### config.mk
export PLATFORM = sky130hd
export DESIGN_NAME = simon_pkt_out
export DESIGN_NICKNAME = d
export VERILOG_FILES = /design/src/rtl/simon_pkt_out.sv
export SDC_FILE = /design/constraint.sdc
export NUM_CORES = 1
export LEC_CHECK = 0
export BUFFER_PORTS_ARGS = -buffer_cell sky130_fd_sc_hd__buf_2
export CAP_MARGIN = 20
export CORE_ASPECT_RATIO = 1.25
export CORE_MARGIN = 10
export CORE_UTILIZATION = 50
export DETAILED_ROUTE_END_ITERATION = 8
export HOLD_SLACK_MARGIN = 0.05
export PLACE_DENSITY_LB_ADDON = 0.08
export SLEW_MARGIN = 25
export SYNTH_ARGS = -nofsm -noshare
export SYNTH_HDL_FRONTEND = slang
export SYNTH_SLANG_ARGS = --single-unit
### constraint.sdc
create_clock -name clk -period 5.19 [get_ports clk]
set_input_delay 0.2595 -clock clk [delete_from_list [all_inputs] [get_ports clk]]
set_output_delay 0.2595 -clock clk [all_outputs]
set_load 0.02 [all_outputs]
### src/rtl/simon_pkt_out.sv
// simon_pkt_out: output packetiser for the SIMON datapath.
// Buffers up to DEPTH ciphertext blocks (with their info byte) in a circular
// FIFO and presents each one to the host reader as a byte packet:
//   out[0] info, out[1] seq, then word 1 and word 0 bytes MS-first,
//   out[P-1] XOR checksum of the preceding bytes (or 8'h00 when CHK_EN=0).
// Ports:
//   clk, nR             clock, asynchronous active-low reset
//   doneDATA/readDATA   four-phase block handshake with the core
//   outDATA, infoOUT    ciphertext block (word 1 upper) and info byte
//   donePKT/readPKT     four-phase packet handshake with the reader
//   out                 packet bytes, held until the next packet loads
//   fifo_level          blocks buffered, excluding the packet on out
//   fifo_full           fifo_level == DEPTH
module simon_pkt_out #(
    parameter int N      = 16,
    parameter int DEPTH  = 4,
    parameter int CHK_EN = 1
) (
    input  logic                       clk,
    input  logic                       nR,
    input  logic                       doneDATA,
    input  logic [1:0][N-1:0]          outDATA,
    input  logic [7:0]                 infoOUT,
    output logic                       readDATA,
    output logic                       donePKT,
    input  logic                       readPKT,
    output logic [N/4+2:0][7:0]        out,
    output logic [$clog2(DEPTH):0]     fifo_level,
    output logic                       fifo_full
);

    localparam int P  = N/4 + 3;
    localparam int NB = N/8;
    localparam int AW = $clog2(DEPTH);
    localparam int LW = AW + 1;

    localparam logic [0:0] IN_IDLE   = 1'b0;
    localparam logic [0:0] IN_ACK    = 1'b1;

    localparam logic [1:0] OUT_EMPTY = 2'd0;
    localparam logic [1:0] OUT_VALID = 2'd1;
    localparam logic [1:0] OUT_WAIT  = 2'd2;

    logic [0:0]            in_state_q,  in_state_d;
    logic [1:0]            out_state_q, out_state_d;
    logic [AW-1:0]         wr_ptr_q, rd_ptr_q;
    logic [LW-1:0]         count_q, count_d;
    logic [7:0]            seq_q, seq_d;
    logic [P-1:0][7:0]     pkt_q, pkt_d;
    logic                  push, pop, full;
    logic [7:0]            chk;

    logic [7:0]            info_mem [DEPTH];
    logic [1:0][N-1:0]     data_mem [DEPTH];

    assign full = (count_q == LW'(DEPTH));

    // Input handshake: one FIFO write per doneDATA high period.
    always_comb begin
        in_state_d = in_state_q;
        push       = 1'b0;
        case (in_state_q)
            IN_IDLE: begin
                if (doneDATA && !full) begin
                    push       = 1'b1;
                    in_state_d = IN_ACK;
                end
            end
            IN_ACK: begin
                if (!doneDATA) begin
                    in_state_d = IN_IDLE;
                end
            end
            default: in_state_d = IN_IDLE;
        endcase
    end

    // Output handshake: the pop only looks at the registered count, so a
    // block written at edge t cannot be popped before edge t+1.
    always_comb begin
        out_state_d = out_state_q;
        seq_d       = seq_q;
        pop         = 1'b0;
        case (out_state_q)
            OUT_EMPTY: begin
                if (count_q != '0) begin
                    pop         = 1'b1;
                    out_state_d = OUT_VALID;
                end
            end
            OUT_VALID: begin
                if (readPKT) begin
                    seq_d       = seq_q + 8'd1;
                    out_state_d = OUT_WAIT;
                end
            end
            OUT_WAIT: begin
                if (!readPKT) begin
                    out_state_d = OUT_EMPTY;
                end
            end
            default: out_state_d = OUT_EMPTY;
        endcase
    end

    always_comb begin
        count_d = count_q;
        case ({push, pop})
            2'b10:   count_d = count_q + LW'(1);
            2'b01:   count_d = count_q - LW'(1);
            default: count_d = count_q;
        endcase
    end

    // Packet assembly from the FIFO head entry.
    always_comb begin
        pkt_d    = '0;
        chk      = '0;
        pkt_d[0] = info_mem[rd_ptr_q];
        pkt_d[1] = seq_q;
        for (int unsigned k = 0; k < NB; k++) begin
            pkt_d[2+k]    = data_mem[rd_ptr_q][1][N-1-8*k -: 8];
            pkt_d[2+NB+k] = data_mem[rd_ptr_q][0][N-1-8*k -: 8];
        end
        for (int unsigned b = 0; b < P-1; b++) begin
            chk = chk ^ pkt_d[b];
        end
        pkt_d[P-1] = (CHK_EN != 0) ? chk : 8'h00;
    end

    always_ff @(posedge clk or negedge nR) begin
        if (!nR) begin
            in_state_q  <= IN_IDLE;
            out_state_q <= OUT_EMPTY;
            wr_ptr_q    <= '0;
            rd_ptr_q    <= '0;
            count_q     <= '0;
            seq_q       <= '0;
            pkt_q       <= '0;
        end else begin
            in_state_q  <= in_state_d;
            out_state_q <= out_state_d;
            count_q     <= count_d;
            seq_q       <= seq_d;
            if (push) begin
                wr_ptr_q <= wr_ptr_q + AW'(1);
            end
            if (pop) begin
                rd_ptr_q <= rd_ptr_q + AW'(1);
                pkt_q    <= pkt_d;
            end
        end
    end

    // Storage needs no reset: the pointers and count define what is valid.
    always_ff @(posedge clk) begin
        if (push) begin
            info_mem[wr_ptr_q] <= infoOUT;
            data_mem[wr_ptr_q] <= outDATA;
        end
    end

    assign readDATA   = (in_state_q == IN_ACK);
    assign donePKT    = (out_state_q == OUT_VALID);
    assign out        = pkt_q;
    assign fifo_level = count_q;
    assign fifo_full  = full;

endmodule

# Word-level counts from Yosys, hierarchy flattened
# Memory sizes are Yosys's and may differ from the RTL's.
# Index checks and enable logic that the tools add are counted.
# classes
n_addsub,5
n_eq_ne,8
reduce_logical,7
bitwise,6
n_mux,13
# ops
op,n
8-bit bitwise XOR,5
8-bit by 1-bit adder with 8-bit output (second input constant),1
1-bit two-way mux,7
2-bit two-way mux,3
2-bit case mux with 3 select lines,1
3-bit case mux with 2 select lines,1
2-bit by 1-bit adder with 2-bit output (second input constant),2
2-bit by 1-bit equality test with 1-bit output (second input constant),2
2-bit equality test (second input constant),2
2-bit inequality test (second input constant),2
3-bit by 1-bit adder with 3-bit output (second input constant),1
3-bit equality test (second input constant),1
3-bit AND reduction,1
3-bit nonzero test,1
3-bit by 1-bit subtractor with 3-bit output (second input constant),1
2-bit zero test,1
2-bit by 1-bit inequality test with 1-bit output (second input constant),1
1-bit case mux with 2 select lines,1
2-bit AND reduction,1
2-bit nonzero test,1
1-bit logical AND,1
1-bit zero test,1
1-bit inverter,1
# totals
reg_bits,74
mem_count,2
input_bits,44
output_inout_bits,62
ramBits,160
word_cells,54
# memory_table
memory,words,word_bits,rd,rd_ports_with_merged_regs,write_ports,line,text
data_mem,4,32,1,0,1,54,logic [1:0][N-1:0] data_mem [DEPTH];
info_mem,4,8,1,0,1,53,logic [7:0] info_mem [DEPTH];

# Longest topological paths before layout
# Gate-level depths: netlist (run 1).
# logic_depth
depth_word,7
depth_mapped,11
ltp_nobuf,10

# Worst setup path before layout (run 1)
# No wires, ideal clock.
# synth_timing
kind,flip-flop to flip-flop
from,"reg count_q[0], in the netlist fifo_level[0]"
to,"mem data_mem[0][0] in the netlist's numbering, enable pin"
stages_incl_launch_ff,5
arrival_ns,2.410
setup_time_ns,0.401
path_slack_ns,2.379
required_time_ns,4.789
n_path_buf,0
period_less_slack_ns,2.811
path_cell_list,dfrtp_1 -> inv_1 -> and3_1 -> nor3b_1 -> and2_1
# synth_between
elab_chain_len,7
# synth_lines
item,line,text
start: declaration,47,"logic [LW-1:0] count_q, count_d;"
start signal: assignment,143,count_q <= count_d;
3-bit equality test,56,assign full = (count_q == LW'(DEPTH));
named net fifo_full,29,output logic fifo_full
1-bit zero test,64,if (doneDATA && !full) begin
1-bit logical AND,64,
1-bit two-way mux,64,
1-bit two-way mux,62,case (in_state_q)
1-bit two-way mux,157,if (push) begin
1-bit two-way mux (not written as such),159,data_mem[wr_ptr_q] <= outDATA;
end: declaration,54,
# The timed path passes the listed nets, and every way through them passes these cells.

# Worst setup path after layout (run 1)
# layout_timing
from,reg rd_ptr_q[0]
to,"reg pkt_q, in the netlist out[51]"
# layout_between
elab_chain_len,6
elab_cells_between_ends,7
cone_classes,5 x bitwise; 2 x memory
# layout_lines
item,line,text
start: declaration,46,"logic [AW-1:0] wr_ptr_q, rd_ptr_q;"
start signal: assignment,149,rd_ptr_q <= rd_ptr_q + AW'(1);
memory read 4 x 8 bit,--,
8-bit bitwise XOR (4 in series),126,chk = chk ^ pkt_d[b];
8-bit bitwise XOR *,126,
end signal: assignment,150,pkt_q <= pkt_d;
end: declaration,49,"logic [P-1:0][7:0] pkt_q, pkt_d;"
# Mark *: on every way between the ends. The rest lies on a longest branch, timed or not.
# A chain may end at the register's enable or synchronous reset.

==> reports/metrics.cfg, run 1 <==
[outcome]
outcome=finished, final reports clean

[clock_network]
clkSinkCount=234
root_buffer=clkbuf_16
cts_resized=0
clkSlewWorstSetupHoldPaths_ns=0.06
numCtsBuffers=23
cts_hold_buf=43
clock_latency_ns=0.50
cts_setup_buffers=0
cts_buffer_depth=3
htreeDepth=1
cts_tree=yes

[drt]
vias=4909
routedWlPerCell_um=20.2
drc=0
ant_nets=0
dr.pass1.iters=4
vias_per_cell=5.17
drtIter0Drc=343
routed_wl_mm=19.2

[timing]
setup_viol=0
min_period_over_period=0.538
rsz0062_at_grt=no
clock-skew-final_ns=0.00707
max_freq_ghz=0.358
hold_viol=0
tns_ns=0
slew_headroom=0.454
min_period_ns=2.79
worst_pin_slew_ns=0.819
maxSlewViolCount=0

[logic_synthesis]
syn-num-nets=600
yosys.area.top_type=edfxtp_1
synthArstFlopShare=0.316
synthCells=549
synth_ff_type=edfxtp_1
synth_area_leaders=edfxtp_1 (52%), dfrtp_1 (20%), mux4_2 (9.1%)
synth-seq-cells=234
ys_seq_area_frac=0.724
yosys_warnings=0
ys_types=33
synth_top_area_share=0.522
synth_edf_count=160
syn-cell-area_um2=9200
avgSynthCellArea_um2=16.8

[finish]
final_area_um2=11000
antenna_cells=0
final_cells=950
utilization=0.611
nFillCells=1377
nets=757
final_common_cell=edfxtp_1
final_cell_mix=edfxtp_1 (160), nand2_1 (159), buf_2 (104)
syn_to_final_growth_pct=20.1
drive_gt1_frac=0.271

[worst_hold_path]
hp-class=in2async

[setup_path]
cp.arrival_ns=3.21
ff2ff_setup_slack_ns=2.40
crit_required_ns=5.61
reg2reg_depth=5
crit_family=flip-flops
r2r-end=out[51]
start_kind=flop
path_buf_inv=1
crit_fanout=24
crit_chain=buf_4 -> mux4_2 -> xnor2_2 -> xnor3_1 -> o21ai_1
end_kind=flop
crit_type=reg2reg
crit_path_max_incr_delay_ns=0.90
slowest_stage=dfrtp_2
r2r-start=rd_ptr_q[0]

[floorplanning]
start_util=0.508
die_y_um=172
rows=55
core_area_um2=18100
pin_count=106
fp.dieW_um=141
die_area_um2=24300

[power]
static-leakage-power_uw=0.00454
powerDensity_nw_per_um2=630
fin_total_pwr_uw=6960
peakVddDrop_mv=0.342

[placement]
port_buffers=105
place_inst=866
place_area_um2=9930
place.gp.congestion=0.737
dp_hpwl_mm=12.2

[global_routing]
grt_pass1_wl_mm=30.2
antenna_found_initial=0
grt_max_degree=75
first_global_vias=5330
grt.overflow.total=0
grt.total_usage=0.159

[job]
maxCapViolCount=0

[routing by layer]
metal	vias to the layer above	global-route usage	share of wire
met5	-	0	0
met4	0	0.0396	0.015
met3	25	0.0350	0.064
met2	118	0.265	0.50
met1	2482	0.207	0.42
li1	2284	-	-
[through the flow]
step,hold slack [ns],setup WS (ns)
global route,0.406,2.15
global placement,0.453,2.32
detailed placement,0.457,2.30
CTS,0.472,2.28
floorplan,-0.0361,2.38
finish,0.363,2.40
[how the worst max path moves through the flow]
stage / startpoint / endpoint / depth (start not counted)
final: rd_ptr_q[0] / out[51] / 5
after global routing: rd_ptr_q[0] / out[51] / 5
after detailed placement: rd_ptr_q[0] / out[51] / 5
after floorplan: fifo_level[0] / data_mem[0][0] / 4
after CTS: rd_ptr_q[0] / out[51] / 5
after global placement: rd_ptr_q[0] / out[51] / 5
[Yosys cell counts, types with 2 or more instances]
cell / number
xnor2_2: 8
nand3_1: 2
buf_1: 5
nand2b_1: 2
and2_1: 5
inv_1: 8
dfrtp_1: 74
a21boi_0: 2
nor3_1: 3
o21ai_1: 8
mux4_1: 3
buf_6: 3
buf_12: 2
clkbuf_1: 11
nand2_1: 159
mux4_2: 37
edfxtp_1: 160
nand4_1: 2
buf_2: 2
xnor3_1: 8
xor2_1: 12
ha_1: 6
xnor2_1: 17
[power breakdown]
group | internal [µW] | leakage, µW | switching (µW) | total (µW)
Sequential | 2450 | 0.00237 | 341 | 2790
Combinational | 1210 | 0.00183 | 1430 | 2640
Clock | 886 | 0.000337 | 645 | 1530
[sequential cells by signal, summed over array words and instances, names as in the netlist]
register     flops
out_state_q      2
info_mem        32
fifo_level       3
out             56
seq_q            8
readDATA         1
data_mem       128
wr_ptr_q         2
rd_ptr_q         2
[kinds of logic after synthesis]
group / after synthesis / synth area share
buffers and inverters: 32 / 0.0193
adders and majority gates: 7 / 0.0103
xor gates and xnor gates: 45 / 0.0614
muxes: 42 / 0.101
DFF: 234 / 0.724
and+or+nand+nor: 178 / 0.0771
AOI/OAI and AO/OA: 11 / 0.00653
[cell type report]
class / instances / area, µm² / share of cell area
Sequential cell: 234 / 6660 / 0.603
Multi-Input combinational cell: 283 / 2370 / 0.214
Timing Repair Buffer: 155 / 1010 / 0.0918
Clock buffer: 35 / 631 / 0.0571
Tap cell: 228 / 285 / 0.0258
Clock inverter: 6 / 55.1 / 0.00498
Inverter: 9 / 33.8 / 0.00306
Power figures use the tool's default switching activity.
==> inputs of run 2 (changes only) <==
--- a/config.mk
+++ b/config.mk
@@ -5,6 +5,7 @@
 export SDC_FILE = /design/constraint.sdc
 export NUM_CORES = 1
 export LEC_CHECK = 0
+export ABC_AREA = 1
 export BUFFER_PORTS_ARGS = -buffer_cell sky130_fd_sc_hd__buf_2
 export CAP_MARGIN = 20
 export CORE_ASPECT_RATIO = 1.25
==> constraint.sdc (replaced) <==
create_clock -name clk -period 2.54 [get_ports clk]
set_input_delay 0.127 -clock clk [delete_from_list [all_inputs] [get_ports clk]]
set_output_delay 0.127 -clock clk [all_outputs]
set_load 0.02 [all_outputs]
==> reports/metrics.cfg, run 2 <==
[setup_path]
crit_path_max_incr_delay_ns=0.39
crit_fanout=21
slowest_stage=nor2_4
crit_type=reg2reg
end_kind=flop
start_kind=flop
crit_chain=inv_1 -> nor3_1 -> nor2_1 -> nand2_1 -> buf_4 -> nor2_4 -> buf_12
cp.arrival_ns=2.19
crit_required_ns=2.74

[timing]
hold_viol=0
min_period_ns=1.98
min_period_over_period=0.781
rsz0062_at_grt=no
max_freq_ghz=0.504
clock-skew-final_ns=0.0102
maxSlewViolCount=0
tns_ns=0
worst_pin_slew_ns=0.640
slew_headroom=0.573
setup_viol=0

[finish]
final_cell_mix=nand2_1 (437), edfxtp_1 (160), nand3_1 (122)
nets=1240
final_common_cell=nand2_1
ff_latch_area_um2=6660
top_register=data_mem
final_cells=1477
final_area_um2=12300
antenna_cells=0
nFillCells=1785
largest_reg_flops=128
multi_input_area_um2=3000
drive_gt1_frac=0.144
utilization=0.609
syn_to_final_growth_pct=19.7

[floorplanning]
start_util=0.509
rows=58
fp.dieW_um=148
die_area_um2=26700
core_area_um2=20200
die_y_um=180
pin_count=106

[logic_synthesis]
synth_area_leaders=edfxtp_1 (47%), dfrtp_1 (18%), nand2_1 (16%)
ys_seq_area_frac=0.649
synth_edf_count=160
ys_types=30
yosys.area.top_type=edfxtp_1
synth_ff_type=edfxtp_1
avgSynthCellArea_um2=9.89
yosys_warnings=0
syn-num-nets=1089
synth.most_common_cell=nand2_1
synth_top_area_share=0.468
synth-seq-cells=234
synthArstFlopShare=0.316
syn-cell-area_um2=10300
synthTopCellsByCount=nand2_1 (437), edfxtp_1 (160), nand3_1 (122), inv_1 (79), dfrtp_1 (74)
synthCells=1038

[drt]
dr.pass1.iters=5
vias_per_cell=4.89
vias=7221
drtIter0Drc=403
drc=0
routed_wl_mm=23.9
routedWlPerCell_um=16.2
ant_nets=0

[clock_network]
cts_setup_buffers=0
cts_tree=yes
clock_latency_ns=0.51
root_buffer=clkbuf_16
numCtsBuffers=24
htreeDepth=1
clkSinkCount=234
cts_buffer_depth=3
clkSlewWorstSetupHoldPaths_ns=0.06

[placement]
place.gp.congestion=0.766
place_area_um2=11100
port_buffers=105
place_inst=1390
dp_hpwl_mm=15.9

[global_routing]
antenna_found_initial=0
grt.overflow.total=0
first_global_vias=7062
grt_pass1_wl_mm=38.6
grt_max_degree=96
grt.total_usage=0.180

[power]
peakVddDrop_mv=0.668
static-leakage-power_uw=0.00560
powerDensity_nw_per_um2=1300

[outcome]
outcome=finished, final reports clean

[job]
maxCapViolCount=0

[worst_hold_path]
hp-class=in2async

run 2: cell types whose count changed after synthesis, moves of 7 or more:
| cell | delta |
|---|---|
| buf_2 | +16 |
| buf_4 | +7 |
| buf_6 | +11 |
| inv_1 | +71 |
| mux4_2 | -37 |
| nand2_1 | +278 |
| nand3_1 | +120 |
| nor2_1 | +26 |
| o21ai_0 | +32 |
| o21ai_1 | +9 |
| xnor2_1 | -15 |
| xnor2_2 | -8 |
| xnor3_1 | -8 |
run 2: layout make-up:
class | instances | area share
Inverter | 83 | 0.0256
Clock inverter | 4 | 0.00153
Timing Repair Buffer | 169 | 0.100
Multi-Input combinational cell | 677 | 0.244
Tap cell | 270 | 0.0275
Clock buffer | 40 | 0.0588
Sequential cell | 234 | 0.542
run 2: repair_timing:
action,CTS,global route
hold endpoints to repair,209,0
resized for setup,0,0
hold buffers,43,0
run 2: final timing paths:
path,to,depth (start not counted),slack [ns],from
worst min-delay path,seq_q[0],2,0.20,nR
min in group clk,data_mem[2][27],2,0.36,outDATA[27]
max in group asynchronous,out[28],3,1.74,nR
worst max-delay path,data_mem[1][15],7,0.56,fifo_level[2]
worst max register to register,data_mem[1][15],7,0.56,fifo_level[2]
worst min register to register,out[23],2,0.48,out[23]
run 2: kinds of logic after synthesis:
kind of cell               Yosys count  share of synthesized area
DFF                                234                      0.649
and+or+nand+nor                    600                      0.238
adders and majority gates            7                    0.00927
buffers and inverters              127                     0.0617
AOI/OAI and AO/OA                   56                     0.0297
xor gates and xnor gates            14                     0.0127
run 2: power by group:
group          total (µW)  internal (µW)  switching, µW
Combinational        7130           2260           4870
Sequential           5530           5050            480
Clock                3290           1930           1360
Total               15900           9230           6710
run 2: worst max-delay path, delay by kind of cell (launching register included):
kind	cells	cell delay, ns
DFF	1	0.37
buffers and inverters	3	0.61
and+or+nand+nor	4	0.67
run 2: layer usage:
layer,track usage,wire (µm)
met1,0.229,10400
met2,0.308,11900
met3,0.0299,1200
met4,0.0485,409
met5,0,0
run 2: stage by stage:
| stage | power (µW) | setup WS (ns) | hold slack [ns] |
|---|---|---|---|
| floorplan | 10700 | -0.635 | -0.169 |
| global placement | 12700 | 0.522 | 0.190 |
| detailed placement | 12800 | 0.571 | 0.198 |
| CTS | 16100 | 0.536 | 0.199 |
| global route | 17300 | 0.373 | 0.246 |
| finish | 15900 | 0.556 | 0.195 |
==> inputs of run 3 (changes only) <==
--- a/config.mk
+++ b/config.mk
@@ -5,7 +5,7 @@
 export SDC_FILE = /design/constraint.sdc
 export NUM_CORES = 1
 export LEC_CHECK = 0
-export ABC_AREA = 1
+export ABC_AREA = 0
 export BUFFER_PORTS_ARGS = -buffer_cell sky130_fd_sc_hd__buf_2
 export CAP_MARGIN = 20
 export CORE_ASPECT_RATIO = 1.25
==> constraint.sdc (replaced) <==
create_clock -name clk -period 1.9 [get_ports clk]
set_input_delay 0.095 -clock clk [delete_from_list [all_inputs] [get_ports clk]]
set_output_delay 0.095 -clock clk [all_outputs]
set_load 0.02 [all_outputs]
==> reports/metrics.cfg, run 3 (synthesis gave the netlist of run 1 again) <==
[global_routing]
antenna_found_initial=0
grt.overflow.total=0
first_global_vias=5551
grt.total_usage=0.168
grt_pass1_wl_mm=31.8
grt_max_degree=58

[timing]
worst_pin_slew_ns=0.697
clock-skew-final_ns=0.00439
holdWs_ns=0.177
hold_viol=0
rsz0062_at_grt=yes
min_period_over_period=1.07
maxSlewViolCount=0
setup_viol=8
slew_headroom=0.535
min_period_ns=2.04
max_freq_ghz=0.490
layout_setup_ws_ns=-0.142

[drt]
vias_per_cell=5.19
dr.pass1.iters=5
routedWlPerCell_um=20.4
routed_wl_mm=20.1
vias=5107
drc=0
drtIter0Drc=304
ant_nets=0

[placement]
place_inst=896
place.gp.congestion=0.749
port_buffers=105
dp_hpwl_mm=13.6

[clock_network]
cts_buffer_depth=3
cts_tree=yes
htreeDepth=1
root_buffer=clkbuf_16
clkSinkCount=234
clkSlewWorstSetupHoldPaths_ns=0.06
clock_latency_ns=0.50
numCtsBuffers=22

[finish]
nFillCells=1314
drive_gt1_frac=0.331
final_cells=984
multi_input_area_um2=2510
ff_latch_area_um2=6660
nets=791
syn_to_final_growth_pct=26.5
antenna_cells=0
top_register=data_mem
final_cell_mix=edfxtp_1 (160), nand2_1 (159), buf_2 (104)
largest_reg_flops=128
utilization=0.643
final_common_cell=edfxtp_1

[floorplanning]
start_util=0.508
die_area_um2=24300
core_area_um2=18100
rows=55
die_y_um=172
pin_count=106
fp.dieW_um=141

[power]
peakVddDrop_mv=0.937
powerDensity_nw_per_um2=1750
p_int_uw=13300
switching_share=0.346
p_switching_uw=7040
p_clk_frac=0.207
p_comb_frac=0.433
static-leakage-power_uw=0.00480
seqPwrFrac=0.359

[setup_path]
cp.arrival_ns=2.46
crit_chain=buf_12 -> mux4_2 -> xor2_2 -> buf_4 -> xnor3_1 -> o21ai_2
crit_fanout=7
crit_type=reg2reg
crit_required_ns=2.32
crit_path_max_incr_delay_ns=0.55
end_kind=flop
slowest_stage=mux4_2
start_kind=flop

[job]
maxCapViolCount=0

[worst_hold_path]
hp-class=in2async

[outcome]
outcome=finished with violations
violations=negative setup slack

-- run 3: cell count changes in the layout (fill, tap and decap cells not counted), moves of 8 or more --
cell	delta
mux4_2	+37
inv_1	-74
buf_4	+12
nand2_1	-278
xnor2_2	+10
xnor2_1	+10
o21ai_0	-32
nand3_1	-120
o21ai_1	-10
nor2_1	-22
xnor3_1	+8
-- run 3: final cells by class --
class | count | share of cell area
Inverter | 9 | 0.00290
Timing Repair Buffer | 190 | 0.125
Clock inverter | 9 | 0.00559
Clock buffer | 31 | 0.0538
Tap cell | 228 | 0.0245
Multi-Input combinational cell | 283 | 0.215
Sequential cell | 234 | 0.573
-- run 3: power by group through the flow --
| stage | clock (µW) | sequential (µW) | combinational, µW |
|---|---|---|---|
| finish | 4220 | 7300 | 8820 |
| global route | 4520 | 7420 | 9610 |
| CTS | 4300 | 7300 | 8850 |
| detailed placement | 0 | 7390 | 8430 |
| global placement | 0 | 7330 | 8320 |
| floorplan | 0 | 7950 | 5140 |
-- run 3: per-layer routing --
metal | share of wire | routed length [µm] | global-route usage
met3 | 0.060 | 1210 | 0.0317
met1 | 0.40 | 8060 | 0.215
met5 | 0 | 0 | 0
met2 | 0.52 | 10400 | 0.289
met4 | 0.018 | 362 | 0.0427
-- run 3: per-stage QoR --
stage	worst slack [ns]	cell area [µm²]	TNS (ns)	total power, µW
final	-0.142	11600	-0.822	20300
after global routing	-0.206	11600	-1.65	21600
after CTS	-0.155	11600	-1.10	20500
after detailed placement	-0.298	10400	-1.89	15800
after global placement	-0.266	10400	-1.65	15700
after floorplan	-0.199	9250	-0.827	13100
-- run 3: worst paths after layout --
| path | cells past startpoint | startpoint | slack (ns) | to |
|---|---|---|---|---|
| hold reg to reg | 2 | out[11] | 0.47 | out[11] |
| setup reg to reg | 6 | rd_ptr_q[0] | -0.14 | out[52] |
| setup / recovery | 6 | rd_ptr_q[0] | -0.14 | out[52] |
| hold / removal | 2 | nR | 0.18 | fifo_level[0] |
| min in group clk | 2 | outDATA[25] | 0.34 | data_mem[3][25] |
| max in group asynchronous | 3 | nR | 1.07 | out[0] |
-- run 3: timing repair --
action | CTS | global route
setup endpoints to repair | 10 | 22
pin swaps | 2 | 1
hold buffers | 43 | 0
setup buffers | 2 | 3
resized for setup | 13 | 9
hold endpoints to repair | 215 | 0
-- run 3: worst max-delay path, delay by kind of cell (launching register included) --
kind	cells	cell delay (ns)
flip-flops	1	0.43
AO/OA/AOI/OAI	1	0.13
multiplexers	1	0.55
XOR/XNOR	2	0.55
buffers and inverters	2	0.29
